<file path="src/rtl/pcm1702_receiver_if.sv">
// Serial-in / parallel-out bundle for the PCM1702 receiver.
// master drives the 3-wire stream and ready; slave is the receiver.
interface pcm1702_receiver_if #(
  parameter int DATA_W = 20
);
  logic                     bck_in;
  logic                     data_in;
  logic                     le_in;
  logic signed [DATA_W-1:0] sample_out;
  logic                     sample_valid;
  logic                     sample_ready;
  logic                     frame_err;
  logic                     overflow;
  logic                     timeout;

  modport master (
    output bck_in, data_in, le_in, sample_ready,
    input  sample_out, sample_valid, frame_err, overflow, timeout
  );

  modport slave (
    input  bck_in, data_in, le_in, sample_ready,
    output sample_out, sample_valid, frame_err, overflow, timeout
  );
endinterface

</file>
<file path="src/rtl/pcm1702_receiver.sv">
// PCM1702 3-wire (BCK/DATA/LE) deserializer, oversampled in the clk domain.
// Optional stalled-bit-clock abort enabled by defining PCM_RX_TIMEOUT_EN.
module pcm1702_receiver #(
  parameter int DATA_W         = 20,
  parameter int SYNC_STAGES    = 2,
  parameter int TIMEOUT_CYCLES = 64
) (
  input  logic                clk,
  input  logic                rst,
  pcm1702_receiver_if.slave   bus
);

  if (SYNC_STAGES < 2 || DATA_W < 2 || DATA_W > 31 || TIMEOUT_CYCLES < 2) begin : g_param_check
    $error("pcm1702_receiver: illegal parameter value");
  end

  localparam logic [4:0] CNT_WORD = 5'(DATA_W);
  localparam logic [4:0] CNT_MAX  = 5'd31;

  typedef enum logic [2:0] {IDLE, ARMED, SHIFT, LATCH, DONE} state_t;

  state_t                 state, nxt;
  logic [SYNC_STAGES-1:0] bck_sync, data_sync, le_sync;
  logic                   bck_d, le_d;
  logic                   bck_s, data_s, le_s;
  logic                   bck_rise, le_fall;
  logic [DATA_W-1:0]      shreg;
  logic [4:0]             bit_cnt;
  logic                   load_pend;
  logic                   shift_en, cnt_clr, load_ok, err;
  logic                   tmo_hit;

  // bck and data share one synchronizer depth so each sampled bit lines up with its edge
  always_ff @(posedge clk) begin
    if (!rst) begin
      bck_sync  <= '0;
      data_sync <= '0;
      le_sync   <= '1;
      bck_d     <= 1'b0;
      le_d      <= 1'b1;
    end else begin
      bck_sync  <= {bck_sync[SYNC_STAGES-2:0], bus.bck_in};
      data_sync <= {data_sync[SYNC_STAGES-2:0], bus.data_in};
      le_sync   <= {le_sync[SYNC_STAGES-2:0], bus.le_in};
      bck_d     <= bck_s;
      le_d      <= le_s;
    end
  end

  assign bck_s    = bck_sync[SYNC_STAGES-1];
  assign data_s   = data_sync[SYNC_STAGES-1];
  assign le_s     = le_sync[SYNC_STAGES-1];
  assign bck_rise = bck_s & ~bck_d;
  assign le_fall  = ~le_s & le_d;

`ifdef PCM_RX_TIMEOUT_EN
  localparam int TMO_W = $clog2(TIMEOUT_CYCLES);

  logic [TMO_W-1:0] tmo_cnt;
  logic             bck_edge, waiting;

  assign bck_edge = bck_s ^ bck_d;
  assign waiting  = (state == ARMED) || (state == SHIFT);
  assign tmo_hit  = waiting && !bck_edge && (tmo_cnt == TMO_W'(TIMEOUT_CYCLES - 1));

  always_ff @(posedge clk) begin
    if (!rst || !waiting || bck_edge || tmo_hit) tmo_cnt <= '0;
    else                                         tmo_cnt <= tmo_cnt + 1'b1;
  end

  always_ff @(posedge clk) begin
    if (!rst) bus.timeout <= 1'b0;
    else      bus.timeout <= tmo_hit;
  end
`else
  assign tmo_hit     = 1'b0;
  assign bus.timeout = 1'b0;
`endif

  always_ff @(posedge clk) begin
    if (!rst) state <= IDLE;
    else      state <= nxt;
  end

  always_comb begin
    nxt = state;
    case (state)
      IDLE:  if (le_fall)                 nxt = DONE;
             else if (le_s && !bck_rise)  nxt = ARMED;
      ARMED: if (tmo_hit)                 nxt = IDLE;
             else if (bck_rise)           nxt = le_fall ? LATCH : SHIFT;
             else if (le_fall)            nxt = DONE;
      SHIFT: if (tmo_hit)                 nxt = IDLE;
             else if (le_fall)            nxt = LATCH;
      LATCH:                              nxt = DONE;
      DONE:  if (le_s)                    nxt = ARMED;
      default:                            nxt = IDLE;
    endcase
  end

  // a bit arriving with the LE edge is shifted first; LATCH sees the full count
  always_comb begin
    shift_en = 1'b0;
    cnt_clr  = 1'b0;
    load_ok  = 1'b0;
    err      = 1'b0;
    case (state)
      IDLE:  err      = le_fall;
      ARMED: begin
        shift_en = bck_rise;
        err      = le_fall && !bck_rise;
        cnt_clr  = tmo_hit;
      end
      SHIFT: begin
        shift_en = bck_rise;
        cnt_clr  = tmo_hit;
      end
      LATCH: begin
        load_ok  = (bit_cnt == CNT_WORD);
        err      = (bit_cnt != CNT_WORD);
      end
      DONE:  cnt_clr  = le_s;
      default: ;
    endcase
  end

  always_ff @(posedge clk) begin
    if (!rst) begin
      shreg   <= '0;
      bit_cnt <= '0;
    end else if (cnt_clr) begin
      bit_cnt <= '0;
      if (tmo_hit) shreg <= '0;
    end else if (shift_en) begin
      shreg   <= {shreg[DATA_W-2:0], data_s};
      bit_cnt <= (bit_cnt == CNT_MAX) ? CNT_MAX : bit_cnt + 5'd1;
    end
  end

  // shreg is frozen in DONE, so the word is copied out one cycle after LATCH
  always_ff @(posedge clk) begin
    if (!rst) begin
      load_pend        <= 1'b0;
      bus.sample_out   <= '0;
      bus.sample_valid <= 1'b0;
      bus.frame_err    <= 1'b0;
      bus.overflow     <= 1'b0;
    end else begin
      load_pend     <= load_ok;
      bus.frame_err <= err;
      if (load_pend) begin
        bus.sample_out   <= shreg;
        bus.sample_valid <= 1'b1;
        if (bus.sample_valid && !bus.sample_ready) bus.overflow <= 1'b1;
      end else if (bus.sample_valid && bus.sample_ready) begin
        bus.sample_valid <= 1'b0;
      end
    end
  end

endmodule

</file>
<file path="src/flat_wrapper.sv">
// flat-port wrapper written by rule: the top's interface ports become plain ports
module pcm1702_receiver_flat 
#(
  parameter int DATA_W         = 20,
  parameter int SYNC_STAGES    = 2,
  parameter int TIMEOUT_CYCLES = 64
)
  (clk, rst, bus_bck_in, bus_data_in, bus_le_in, bus_sample_ready, bus_sample_out, bus_sample_valid, bus_frame_err, bus_overflow, bus_timeout);
  pcm1702_receiver_if #(.DATA_W(DATA_W)) bus_i ();
  input  logic clk;
  input  logic rst;
  input wire logic [$bits(bus_i.bck_in)-1:0] bus_bck_in;
  input wire logic [$bits(bus_i.data_in)-1:0] bus_data_in;
  input wire logic [$bits(bus_i.le_in)-1:0] bus_le_in;
  input wire logic [$bits(bus_i.sample_ready)-1:0] bus_sample_ready;
  output wire logic [$bits(bus_i.sample_out)-1:0] bus_sample_out;
  output wire logic [$bits(bus_i.sample_valid)-1:0] bus_sample_valid;
  output wire logic [$bits(bus_i.frame_err)-1:0] bus_frame_err;
  output wire logic [$bits(bus_i.overflow)-1:0] bus_overflow;
  output wire logic [$bits(bus_i.timeout)-1:0] bus_timeout;
  assign bus_i.bck_in = bus_bck_in;
  assign bus_i.data_in = bus_data_in;
  assign bus_i.le_in = bus_le_in;
  assign bus_i.sample_ready = bus_sample_ready;
  assign bus_sample_out = bus_i.sample_out;
  assign bus_sample_valid = bus_i.sample_valid;
  assign bus_frame_err = bus_i.frame_err;
  assign bus_overflow = bus_i.overflow;
  assign bus_timeout = bus_i.timeout;
  pcm1702_receiver #(.DATA_W(DATA_W), .SYNC_STAGES(SYNC_STAGES), .TIMEOUT_CYCLES(TIMEOUT_CYCLES)) u_core (.clk(clk), .rst(rst), .bus(bus_i));
endmodule
</file>
<file path="config.mk">
export PLATFORM = sky130hd
export DESIGN_NAME = pcm1702_receiver_flat
export DESIGN_NICKNAME = d
export VERILOG_FILES = /design/src/rtl/pcm1702_receiver_if.sv /design/src/rtl/pcm1702_receiver.sv /design/src/flat_wrapper.sv
export SDC_FILE = /design/constraint.sdc
export NUM_CORES = 1
export LEC_CHECK = 0
export ABC_AREA = 1
export CAP_MARGIN = 20
export CORE_ASPECT_RATIO = 1.2
export CORE_UTILIZATION = 48
export CTS_BUF_LIST = sky130_fd_sc_hd__clkbuf_8 sky130_fd_sc_hd__clkbuf_16
export CTS_CLUSTER_DIAMETER = 60
export DETAILED_ROUTE_END_ITERATION = 10
export GPL_TIMING_DRIVEN = 0
export PLACE_DENSITY_LB_ADDON = 0.15
export SYNTH_ARGS = -nofsm -noshare
export SYNTH_HDL_FRONTEND = slang
export SYNTH_SLANG_ARGS = --single-unit
</file>
<file path="constraint.sdc">
create_clock -name clk -period 1.1 [get_ports clk]
set_input_delay 0.33 -clock clk [delete_from_list [all_inputs] [get_ports clk]]
set_output_delay 0.33 -clock clk [all_outputs]
set_load 0.01 [all_outputs]
</file>
-- Word-level counts from Yosys, hierarchy flattened
Index checks and enable logic that the tools add are counted.
- word-level logic and storage cells: 59
- bits of input ports: 6
- output and inout bits: 24
- flip-flop bits (word level): 60
- bitwise gates (word level): 6
- muxes and demuxes: 14
- add/subtract/negate cells: 1
- eq/ne operators: 11
- reductions and logical operators: 14
- operators by type and width (kind ; count):
    two-way mux 3 bit ; 6
    case mux 3 bit (5 select lines) ; 1
    == test 5 bit (second input constant) ; 2
    == test 3 x 2 -> 1 bit (second input constant) ; 2
    inequality test 3 x 1 -> 1 bit (second input constant) ; 2
    AND reduction 2 bit ; 3
    adder 5 x 1 -> 5 bit (second input constant) ; 1
    two-way mux 1 bit ; 5
    two-way mux 5 bit ; 1
    inequality test 5 bit (second input constant) ; 1
    logical AND 1 bit ; 4
    inequality test 2 x 1 -> 1 bit (second input constant) ; 2
    inverter 1 bit ; 4
    AND reduction 4 bit ; 1
    OR reduction 2 bit ; 2
    == test 3 x 1 -> 1 bit (second input constant) ; 1
    == test 3 bit (second input constant) ; 1
    zero test 3 bit ; 1
    case mux 1 bit (3 select lines) ; 1
    AND 1 bit ; 2
    zero test 1 bit ; 2
    nonzero test 2 bit ; 1

-- Longest topological paths before layout
Gate-level depths: netlist of the first run.
- depth after elaboration: 7
- mapped depth: 9

-- Least setup slack after synthesis of the first run
OpenSTA, ideal clock, no wires.
- path type: register to register
- from: reg u_core.state[2]
- to: reg u_core.shreg[8]
- arrival time: 1.020 ns
- library setup time: 0.116 ns
- setup slack: -0.036 ns
- period minus slack after synthesis: 1.136 ns
- cell stages (with the launch flop): 9
- buffers on the path: 1
- cells stage by stage: dfxtp_1 -> inv_2 -> nand3_2 -> nand2_2 -> nand2_4 -> inv_2 -> buf_6 -> nor2_1 -> nor2_1
- word-level cells in the longest chain between the ends: 4
- elaborated cells on any way between the ends: 8
- those cells by class: 3 x eq/ne; 2 x mux; 1 x bitwise; 2 x reduce/logical
- ends and longest elaborated chain (what ; RTL line ; source):
    start, declared ; pcm1702_receiver.sv:22 ; state_t state, nxt;
    start signal, assigned ; pcm1702_receiver.sv:82 ; else state <= nxt;
    == test 3 x 2 -> 1 bit, or another cell as far along ; pcm1702_receiver.sv:107 ; case (state)
    OR reduction 2 bit (no source line) or two-way mux 1 bit (tied branches) ; -- ;
    two-way mux 1 bit or inverter 1 bit (tied branches) ; -- ;
    AND reduction 2 bit (no source line) * ; -- ;
    end signal, assigned ; pcm1702_receiver.sv:135 ; shreg <= {shreg[DATA_W-2:0], data_s};
    end, declared ; pcm1702_receiver.sv:27 ; logic [DATA_W-1:0] shreg;
Every way passes the cells marked *; elsewhere a longest branch is shown, timed or not.
A chain may end at the register's enable or synchronous reset.

-- Final worst setup path of the first run
- from: reg u_core.state[0]
- to: reg u_core.shreg[18]
Same word-level chain as after synthesis.

==> results.yml, run 1 <==
outcome:
  outcome: "finished, violations left"
  violations: "setup timing"
clocking:
  cts_root_buffer: "clkbuf_8"
  clock_sinks: 60
  cts.path.max_buffers: 2
  insertion_delay_ns: 0.34
  htree_levels: 3
  cts_tree: "yes"
  numCtsBuffers: 9
  cts.reportedPaths.clkPinSlew_ns: 0.07
place:
  gp_congestion: 0.797
  placed_cell_area_sq_um: 2580
  place_hpwl_um: 2950
  portBuffers: 27
die:
  design.die.area_sq_um: 4940
  core-area_sq_um: 4360
  die_w_um: 64.3
  start_util_pct: 51.3
  pin_count: 30
  die_h_um: 76.8
  num_rows: 26
global_routing:
  grt_overflow_total: 0
  grt_max_degree: 11
  grtUsageTotal_pct: 21.6
  antenna_found_initial: 0
  grt_first_pass_wirelength_um: 8130
  grt_pass1_vias: 1848
yosys:
  netlist_instances: 287
  ys_types: 25
  synth_top_area_share_pct: 53.7
  syn_nets: 295
  synth_seq_area_share_pct: 53.7
  synth_top_area_cell: "dfxtp_1"
  synth_edf_count: 0
  syn_avg_cell_area_sq_um: 7.80
  synthArstFlopShare_pct: 0
  mappedNetlistArea_sq_um: 2240
  synth_area_leaders: "dfxtp_1 54%, nor2_1 14%, o21ai_0 9.6%"
  ys_warn_count: 0
  ys.flop_type: "dfxtp_1"
  ys_ff_latch: 60
timing:
  finalSetupViolCount: 40
  hold_viol: 0
  tns_ns: -2.41
  fmax_mhz: 815
  rsz0062_at_grt: "yes"
  worst_pin_slew_ns: 0.632
  setup_slack_ns: -0.127
  slew_headroom_pct: 57.9
  slew_violations: 0
  period_share_pct: 112
  skew_ns: 0.00790
  fin_crit_ns: 1.23
hold_path:
  worstHoldPathType: "in2reg"
critical_path:
  startpoint_type: "flip-flop"
  crit_arrival_ns: 1.47
  critPathKind: "reg2reg"
  cp_max_fo: 8
  endpoint_kind: "flip-flop"
  cp.required_ns: 1.34
cells_and_area:
  fill_cells: 347
  final_core_util_pct: 73.6
  multi_input_area_sq_um: 1110
  nNetsFinal: 347
  postLayoutCellArea_sq_um: 3210
  antenna_cells: 0
  layout-drive-gt1-share_pct: 43.6
  syn2layout_area_growth_pct: 43.3
  regArea_sq_um: 1250
detailed_routing:
  drc: 0
  drt_iter0_drc: 130
  vias_per_cell: 5.10
  dr.pass1.iters: 4
  route.vias.total: 2041
  drt-wirelength-per-cell_um: 12.8
  wirelength_um: 5130
  ant_nets: 0
flow_run:
  maxCapViolations: 0
power:
  finalPower_w: 0.00461
  cellPowerDensity_nw_per_um2: 1440
  peakVddDrop_v: 0.00107
  p_leak_nw: 1.41
## sequential cells by signal, indices dropped and copies added (netlist names)
signal,flops
u_core.bus.frame_err,1
u_core.bck_d,1
u_core.load_pend,1
u_core.le_sync,2
u_core.state,3
u_core.bus.sample_valid,1
u_core.bit_cnt,5
u_core.bus.sample_out,20
u_core.shreg,20
u_core.data_sync,2
u_core.bck_sync,2
u_core.le_d,1
u_core.bus.overflow,1
## through the flow
stage	setup slack, ns	std cells	hold slack [ns]
global route	-0.209	400	0.382
finish	-0.127	400	0.352
floorplan	-0.0131	287	0.390
CTS	-0.0597	397	0.335
detailed placement	-0.142	370	0.405
global placement	-0.125	370	0.395
## critical path, stage by stage (launching register included)
cell and delay (ns):
dfxtp_4 0.36, inv_6 0.07, nor2_4 0.04, nand2_2 0.09
nand2_4 0.07, nand2_8 0.11, clkinv_8 0.09, buf_12 0.15
nor2_1 0.09, nor2_1 0.06
## metal layers
| metal | routed length [um] | track usage (%) |
|---|---|---|
| met1 | 2210 | 25.2 |
| met2 | 2600 | 34.6 |
| met3 | 149 | 4.91 |
| met4 | 174 | 14.4 |
| met5 | 0 | 0 |
## final cells by class
| type | instances | share of cell area (%) |
|---|---|---|
| Timing Repair Buffer | 40 | 13.1 |
| Inverter | 19 | 2.93 |
| Clock buffer | 10 | 4.29 |
| Clock inverter | 6 | 0.975 |
| Sequential cell | 60 | 38.9 |
| Tap cell | 56 | 2.18 |
| Buffer | 14 | 3.00 |
| Multi-Input combinational cell | 195 | 34.6 |
## cell usage after synthesis (3+ instances only)
library cell,count
buf_6,3
nor2_2,3
a21oi_1,11
o21ai_1,3
nor2_1,84
clkbuf_1,8
dfxtp_1,60
inv_1,17
nand2_1,24
nand3_1,10
o21ai_0,43
## what timing repair did
item / 4_1_cts / 5_1_grt
pin swaps: 12 / 6
cloned: 5 / 0
hold buffers: 0 / 0
buffers inserted: 6 / 3
endpoints found under the setup margin: 53 / 66
gates resized for setup: 194 / 50
## final timing paths
path / startpoint / endpoint / slack (ns) / cells past startpoint
max: u_core.state[0]$_SDFFE_PN0P_ / u_core.shreg[18]$_SDFFE_PN0P_ / -0.13 / 9
min: rst / u_core.bus.sample_out[5]$_SDFFE_PN0P_ / 0.35 / 3
max reg2reg: u_core.state[0]$_SDFFE_PN0P_ / u_core.shreg[18]$_SDFFE_PN0P_ / -0.13 / 9
min reg2reg: u_core.bck_sync[0]$_SDFF_PN0_ / u_core.bck_sync[1]$_SDFF_PN0_ / 0.41 / 2
## power by group
| group | total, W | switching [W] | internal, W |
|---|---|---|---|
| logic | 0.000587 | 0.000321 | 0.000267 |
| registers | 0.00233 | 0.0000859 | 0.00225 |
| clock network | 0.00169 | 0.000836 | 0.000852 |
## placed cells by master (no fill, tap or decap), drive strengths merged, types with 4 or more instances in the layout
cell and n:
nand2 27, clkdlybuf4s50 4, clkinv 5, inv 19
a21oi 11, nand3 11, buf 41, clkbuf 19
nor2 87, dfxtp 60, o21ai 46
## cell families after synthesis
logic type               share of synthesized area, %
AO/OA/AOI/OAI                                    13.1
flip-flops                                       53.7
AND/OR/NAND/NOR                                  24.3
XOR/XNOR                                        0.783
other                                           0.168
buffers and inverters                            6.93
adder cells (fa/ha/maj)                          1.12
No activity file was read; power rests on OpenSTA's default activity.
==> run 2: changes to the inputs <==
--- a/config.mk
+++ b/config.mk
@@ -14,6 +14,7 @@
 export DETAILED_ROUTE_END_ITERATION = 10
 export GPL_TIMING_DRIVEN = 0
 export PLACE_DENSITY_LB_ADDON = 0.15
+export SETUP_SLACK_MARGIN = 0.05
 export SYNTH_ARGS = -nofsm -noshare
 export SYNTH_HDL_FRONTEND = slang
 export SYNTH_SLANG_ARGS = --single-unit
==> results.yml, run 2 (synthesized netlist as in run 1, its figures left out) <==
outcome:
  outcome: "finished, violations left"
  violations: "setup timing"
power:
  p_leak_nw: 1.42
  cellPowerDensity_nw_per_um2: 1480
  peakVddDrop_v: 0.00131
detailed_routing:
  highest_layer: "met4"
  drt_iter0_drc: 121
  drc: 0
  drt-wirelength-per-cell_um: 12.7
  wl_met2_um: 2570
  route.vias.total: 2047
  m1WireLength_um: 2120
  dr.pass1.iters: 4
  wirelength_um: 5070
  vias_per_cell: 5.14
  ant_nets: 0
  wl_met3_um: 222
clocking:
  htree_levels: 3
  cts_root_buffer: "clkbuf_8"
  hold_buffers: 0
  cts.path.max_buffers: 2
  insertion_delay_ns: 0.34
  clock_sinks: 60
  cts.reportedPaths.clkPinSlew_ns: 0.06
  numCtsBuffers: 9
  cts_tree: "yes"
critical_path:
  r2r-end: "u_core.shreg[12]$_SDFFE_PN0P_"
  startpoint_type: "flip-flop"
  endpoint_kind: "flip-flop"
  cp.required_ns: 1.33
  cp_num_buf_inv: 3
  cp_max_fo: 8
  cp_top_family: "simple AND/OR/NAND/NOR gates"
  cp_slowest_cell: "dfxtp_4"
  r2r_cells: 8
  r2r_setup_slack_ns: -0.13
  slowest_delay_ns: 0.40
  cp_cell_sequence: "inv_4, nand3_4, nand2_4, nand2_8, clkinv_8, buf_6, nor2_4, nor2_1"
  critPathKind: "reg2reg"
  r2r_start: "u_core.state[2]$_SDFFE_PN0P_"
  crit_arrival_ns: 1.47
timing:
  tns_ns: -2.60
  fin_crit_ns: 1.23
  hold_viol: 0
  rsz0062_at_grt: "yes"
  slew_violations: 0
  period_share_pct: 112
  setup_slack_ns: -0.131
  finalSetupViolCount: 42
  holdWs_ns: 0.354
  fmax_mhz: 812
  skew_ns: 0.00794
cells_and_area:
  layout_commonest_cell: "nor2_1"
  layout-drive-gt1-share_pct: 40.4
  antenna_cells: 0
  fill_cells: 343
  syn2layout_area_growth_pct: 43.1
  nNetsFinal: 345
  postLayoutCellArea_sq_um: 3200
  reg.largest.list: "u_core.bus.sample_out: 20 flops, u_core.shreg: 20 flops, u_core.bit_cnt: 5 flops"
  layout_common_cells: "68 x nor2_1, 31 x dfxtp_1, 27 x dfxtp_2"
global_routing:
  grt_overflow_total: 0
  grtUsageTotal_pct: 21.3
  grt_pass1_vias: 1833
  grt_first_pass_wirelength_um: 7980
  antenna_found_initial: 0
  grt_max_degree: 11
die:
  core-area_sq_um: 4360
  die_h_um: 76.8
  pin_count: 30
  design.die.area_sq_um: 4940
  num_rows: 26
  start_util_pct: 51.3
  die_w_um: 64.3
place:
  portBuffers: 27
  placed_cell_area_sq_um: 2590
  gp_congestion: 0.871
  place_hpwl_um: 2820
flow_run:
  maxCapViolations: 0
hold_path:
  worstHoldPathType: "in2reg"
  hold_path_depth: 3
  hold_end: "u_core.bus.sample_out[9]$_SDFFE_PN0P_"
  hp-start: "rst"
[run 2: changes by cell type in the layout (fill, tap and decap cells not counted), sizes merged]
| cell | previous run | this run |
|---|---|---|
| buf | 41 | 38 |
| clkbuf | 19 | 22 |
| inv | 19 | 21 |
| clkinv | 5 | 1 |
[run 2: report_power, final]
part / internal (W) / total, W / leakage (nW) / switching [W]
clock network: 0.00105 / 0.00185 / 0.113 / 0.000806
registers: 0.00225 / 0.00232 / 0.501 / 0.0000770
logic: 0.000240 / 0.000558 / 0.808 / 0.000318
total: 0.00353 / 0.00473 / 1.42 / 0.00120
[run 2: how the worst max path moves through the flow]
stage	start	to	slack, ns	cells after the start
6_report	u_core.state[2]$_SDFFE_PN0P_	u_core.shreg[12]$_SDFFE_PN0P_	-0.13	8
5_1_grt	u_core.state[2]$_SDFFE_PN0P_	u_core.shreg[9]$_SDFFE_PN0P_	-0.19	8
4_1_cts	u_core.state[2]$_SDFFE_PN0P_	u_core.shreg[14]$_SDFFE_PN0P_	-0.07	8
3_5_place_dp	bus_sample_ready	u_core.bus.overflow$_SDFFE_PN0P_	-0.11	5
3_3_place_gp	bus_sample_ready	u_core.bus.overflow$_SDFFE_PN0P_	-0.09	5
2_1_floorplan	u_core.state[0]$_SDFFE_PN0P_	u_core.shreg[6]$_SDFFE_PN0P_	0.01	8
[run 2: per-layer routing]
metal  vias to the layer above  track usage [%]
met5                         -                0
met4                         0             13.6
met3                        14             6.40
met2                        49             34.0
met1                       963             24.5
li1                       1021                -
[run 2: tightest hold or removal path: stages]
cell      delay [ns]
clkbuf_1        0.17
o21ai_0         0.12
nor2_1          0.04
[run 2: layout make-up]
type / count / area, sq um / area share (%)
Multi-Input combinational cell: 195 / 1090 / 34.0
Clock inverter: 4 / 15.0 / 0.469
Tap cell: 56 / 70.1 / 2.19
Timing Repair Buffer: 38 / 418 / 13.0
Inverter: 19 / 92.6 / 2.89
Clock buffer: 12 / 176 / 5.51
Sequential cell: 60 / 1240 / 38.8
Buffer: 14 / 100 / 3.13
[run 2: timing repair]
action	CTS	global route
pin swaps	11	7
gates resized for setup	167	53
setup buffers	5	2
endpoints found under the setup margin	71	73
gates cloned	2	3
[run 2: per-stage QoR]
| stage | utilization [%] | instances | setup slack (ns) | total power [W] |
|---|---|---|---|---|
| floorplan | - | 287 | 0.0127 | 0.00263 |
| global placement | 59.4 | 370 | -0.0907 | 0.00271 |
| detailed placement | 59.4 | 370 | -0.109 | 0.00272 |
| CTS | 68.0 | 393 | -0.0722 | 0.00463 |
| global route | 73.5 | 398 | -0.188 | 0.00492 |
| finish | 73.5 | 398 | -0.131 | 0.00473 |
==> run 3: changes to the inputs <==
--- a/config.mk
+++ b/config.mk
@@ -6,8 +6,9 @@
 export NUM_CORES = 1
 export LEC_CHECK = 0
 export ABC_AREA = 1
-export CAP_MARGIN = 20
+export CAP_MARGIN = 25
 export CORE_ASPECT_RATIO = 1.2
+export CORE_MARGIN = 2
 export CORE_UTILIZATION = 48
 export CTS_BUF_LIST = sky130_fd_sc_hd__clkbuf_8 sky130_fd_sc_hd__clkbuf_16
 export CTS_CLUSTER_DIAMETER = 60
==> results.yml, run 3 (synthesized netlist as in run 1, its figures left out) <==
critical_path:
  crit_path_frequent_cell: "nor2_4"
  cp_cell_sequence: "inv_6, nor2_4, nand2_2, nand2_4, nand2_8, clkinv_8, clkbuf_16, nor2_4, nor2_1"
  endpoint_kind: "flip-flop"
  r2r-end: "u_core.shreg[9]$_SDFFE_PN0P_"
  critPathKind: "reg2reg"
  r2r_cells: 9
  cp_slowest_cell: "dfxtp_4"
  cp_max_fo: 8
  r2r_setup_slack_ns: -0.14
  crit_arrival_ns: 1.48
  r2r_start: "u_core.state[0]$_SDFFE_PN0P_"
  cp.required_ns: 1.34
  slowest_delay_ns: 0.36
  startpoint_type: "flip-flop"
  worstSetupEndpoint: "u_core.shreg[9]$_SDFFE_PN0P_"
  startpoint: "u_core.state[0]$_SDFFE_PN0P_"
timing:
  fin_crit_ns: 1.24
  rsz0062_at_grt: "yes"
  slew_headroom_pct: 63.8
  hold_viol: 0
  skew_ns: 0.00569
  setup_slack_ns: -0.140
  period_share_pct: 113
  finalSetupViolCount: 40
  fmax_mhz: 807
  worst_pin_slew_ns: 0.543
  slew_violations: 0
  holdWs_ns: 0.354
detailed_routing:
  drt-wirelength-per-cell_um: 12.3
  wirelength_um: 4980
  dr.pass1.iters: 4
  route.vias.total: 2012
  ant_nets: 0
  drt_iter0_drc: 156
  drc: 0
  vias_per_cell: 4.99
die:
  die_h_um: 78.8
  pin_count: 30
  design.die.area_sq_um: 5230
  die_w_um: 66.3
  num_rows: 27
  start_util_pct: 49.4
  core-area_sq_um: 4530
clocking:
  insertion_delay_ns: 0.34
  cts_root_buffer: "clkbuf_8"
  numCtsBuffers: 9
  cts.path.max_buffers: 2
  cts.reportedPaths.clkPinSlew_ns: 0.06
  clock_sinks: 60
  htree_levels: 3
  cts_tree: "yes"
cells_and_area:
  syn2layout_area_growth_pct: 43.5
  regArea_sq_um: 1240
  layout-drive-gt1-share_pct: 42.3
  multi_input_area_sq_um: 1090
  fill_cells: 380
  nNetsFinal: 348
  reg.largest.list: "u_core.bus.sample_out: 20 flops, u_core.shreg: 20 flops, u_core.bit_cnt: 5 flops"
  postLayoutCellArea_sq_um: 3210
  layout_common_cells: "66 x nor2_1, 31 x dfxtp_1, 28 x o21ai_0"
  layout_commonest_cell: "nor2_1"
  final_core_util_pct: 71.0
  antenna_cells: 0
  finalNonFillerCells: 403
global_routing:
  grtUsageTotal_pct: 21.8
  grt_overflow_total: 0
  grt_pass1_vias: 1957
  grt_max_degree: 11
  grt_first_pass_wirelength_um: 8570
  antenna_found_initial: 0
power:
  finalPower_w: 0.00456
  cellPowerDensity_nw_per_um2: 1420
  peakVddDrop_v: 0.00120
  p_leak_nw: 1.43
place:
  place_hpwl_um: 2970
  portBuffers: 27
  placed_cell_area_sq_um: 2590
  gp_congestion: 0.805
  dpl.cell_count: 372
hold_path:
  worstHoldPathType: "in2reg"
flow_run:
  maxCapViolations: 0
outcome:
  violations: "setup timing"
  outcome: "finished, violations left"
[run 3: cell count changes in the layout (fill, tap and decap cells not counted), moves of 2 or more]
cell | before | now
nor2_1 | 68 | 66
nand3_1 | 9 | 7
nand3_2 | 1 | 3
o21ai_2 | 9 | 14
clkbuf_16 | 3 | 1
nand2_1 | 17 | 21
clkinv_2 | 0 | 2
nand2_4 | 6 | 3
o21ai_0 | 24 | 28
o21ai_1 | 13 | 4
buf_4 | 8 | 11
[run 3: worst max-delay path: cells and delay by family, from the launching register on]
family / cells / cell delay, ns
simple gates: 6 / 0.45
buf+inv: 3 / 0.32
flops: 1 / 0.36
[run 3: repair_timing]
| item | in CTS | in global routing |
|---|---|---|
| buffers inserted | 6 | 4 |
| setup endpoints to repair | 63 | 72 |
| gates cloned | 4 | 1 |
| resized for setup | 189 | 33 |
| hold buffers | 0 | 0 |
| hold endpoints to repair | 0 | 0 |
| pin swaps | 9 | 7 |
[run 3: stage by stage]
step	TNS, ns	worst slack, ns
2_1_floorplan	0	0.0127
3_3_place_gp	-2.97	-0.101
3_5_place_dp	-4.08	-0.126
4_1_cts	-1.78	-0.0930
5_1_grt	-4.97	-0.188
6_report	-2.88	-0.140
[run 3: area by class of cell]
| type | count | area share (%) |
|---|---|---|
| inverter | 19 | 2.96 |
| clock buffer | 10 | 4.28 |
| timing repair buffer | 41 | 14.0 |
| multi-input combinational | 195 | 33.9 |
| tap | 58 | 2.26 |
| clock inverter | 6 | 0.779 |
| sequential | 60 | 38.7 |
| buffer | 14 | 3.12 |
[run 3: worst min-delay path by stage]
| stage | from | end | depth (start not counted) |
|---|---|---|---|
| 6_report | rst | u_core.shreg[7]$_SDFFE_PN0P_ | 3 |
| 5_1_grt | rst | u_core.shreg[9]$_SDFFE_PN0P_ | 3 |
| 4_1_cts | rst | u_core.shreg[8]$_SDFFE_PN0P_ | 3 |
| 3_5_place_dp | u_core.bck_sync[0]$_SDFF_PN0_ | u_core.bck_sync[1]$_SDFF_PN0_ | 2 |
| 3_3_place_gp | u_core.bck_sync[0]$_SDFF_PN0_ | u_core.bck_sync[1]$_SDFF_PN0_ | 2 |
| 2_1_floorplan | u_core.bck_sync[0]$_SDFF_PN0_ | u_core.bck_sync[1]$_SDFF_PN0_ | 2 |
[run 3: layer usage]
| layer | GRT usage (%) | up-vias | wire length [um] |
|---|---|---|---|
| met4 | 9.39 | 0 | 107 |
| met2 | 35.9 | 39 | 2490 |
| met3 | 8.22 | 9 | 235 |
| met5 | 0 | - | 0 |
| li1 | - | 1026 | - |
| met1 | 25.0 | 938 | 2140 |
[run 3: power by group]
part           total [W]  leakage (nW)  internal, W  switching, W
clock network    0.00163         0.101     0.000836      0.000795
logic           0.000599         0.828     0.000264      0.000335
registers        0.00233         0.501      0.00225     0.0000839
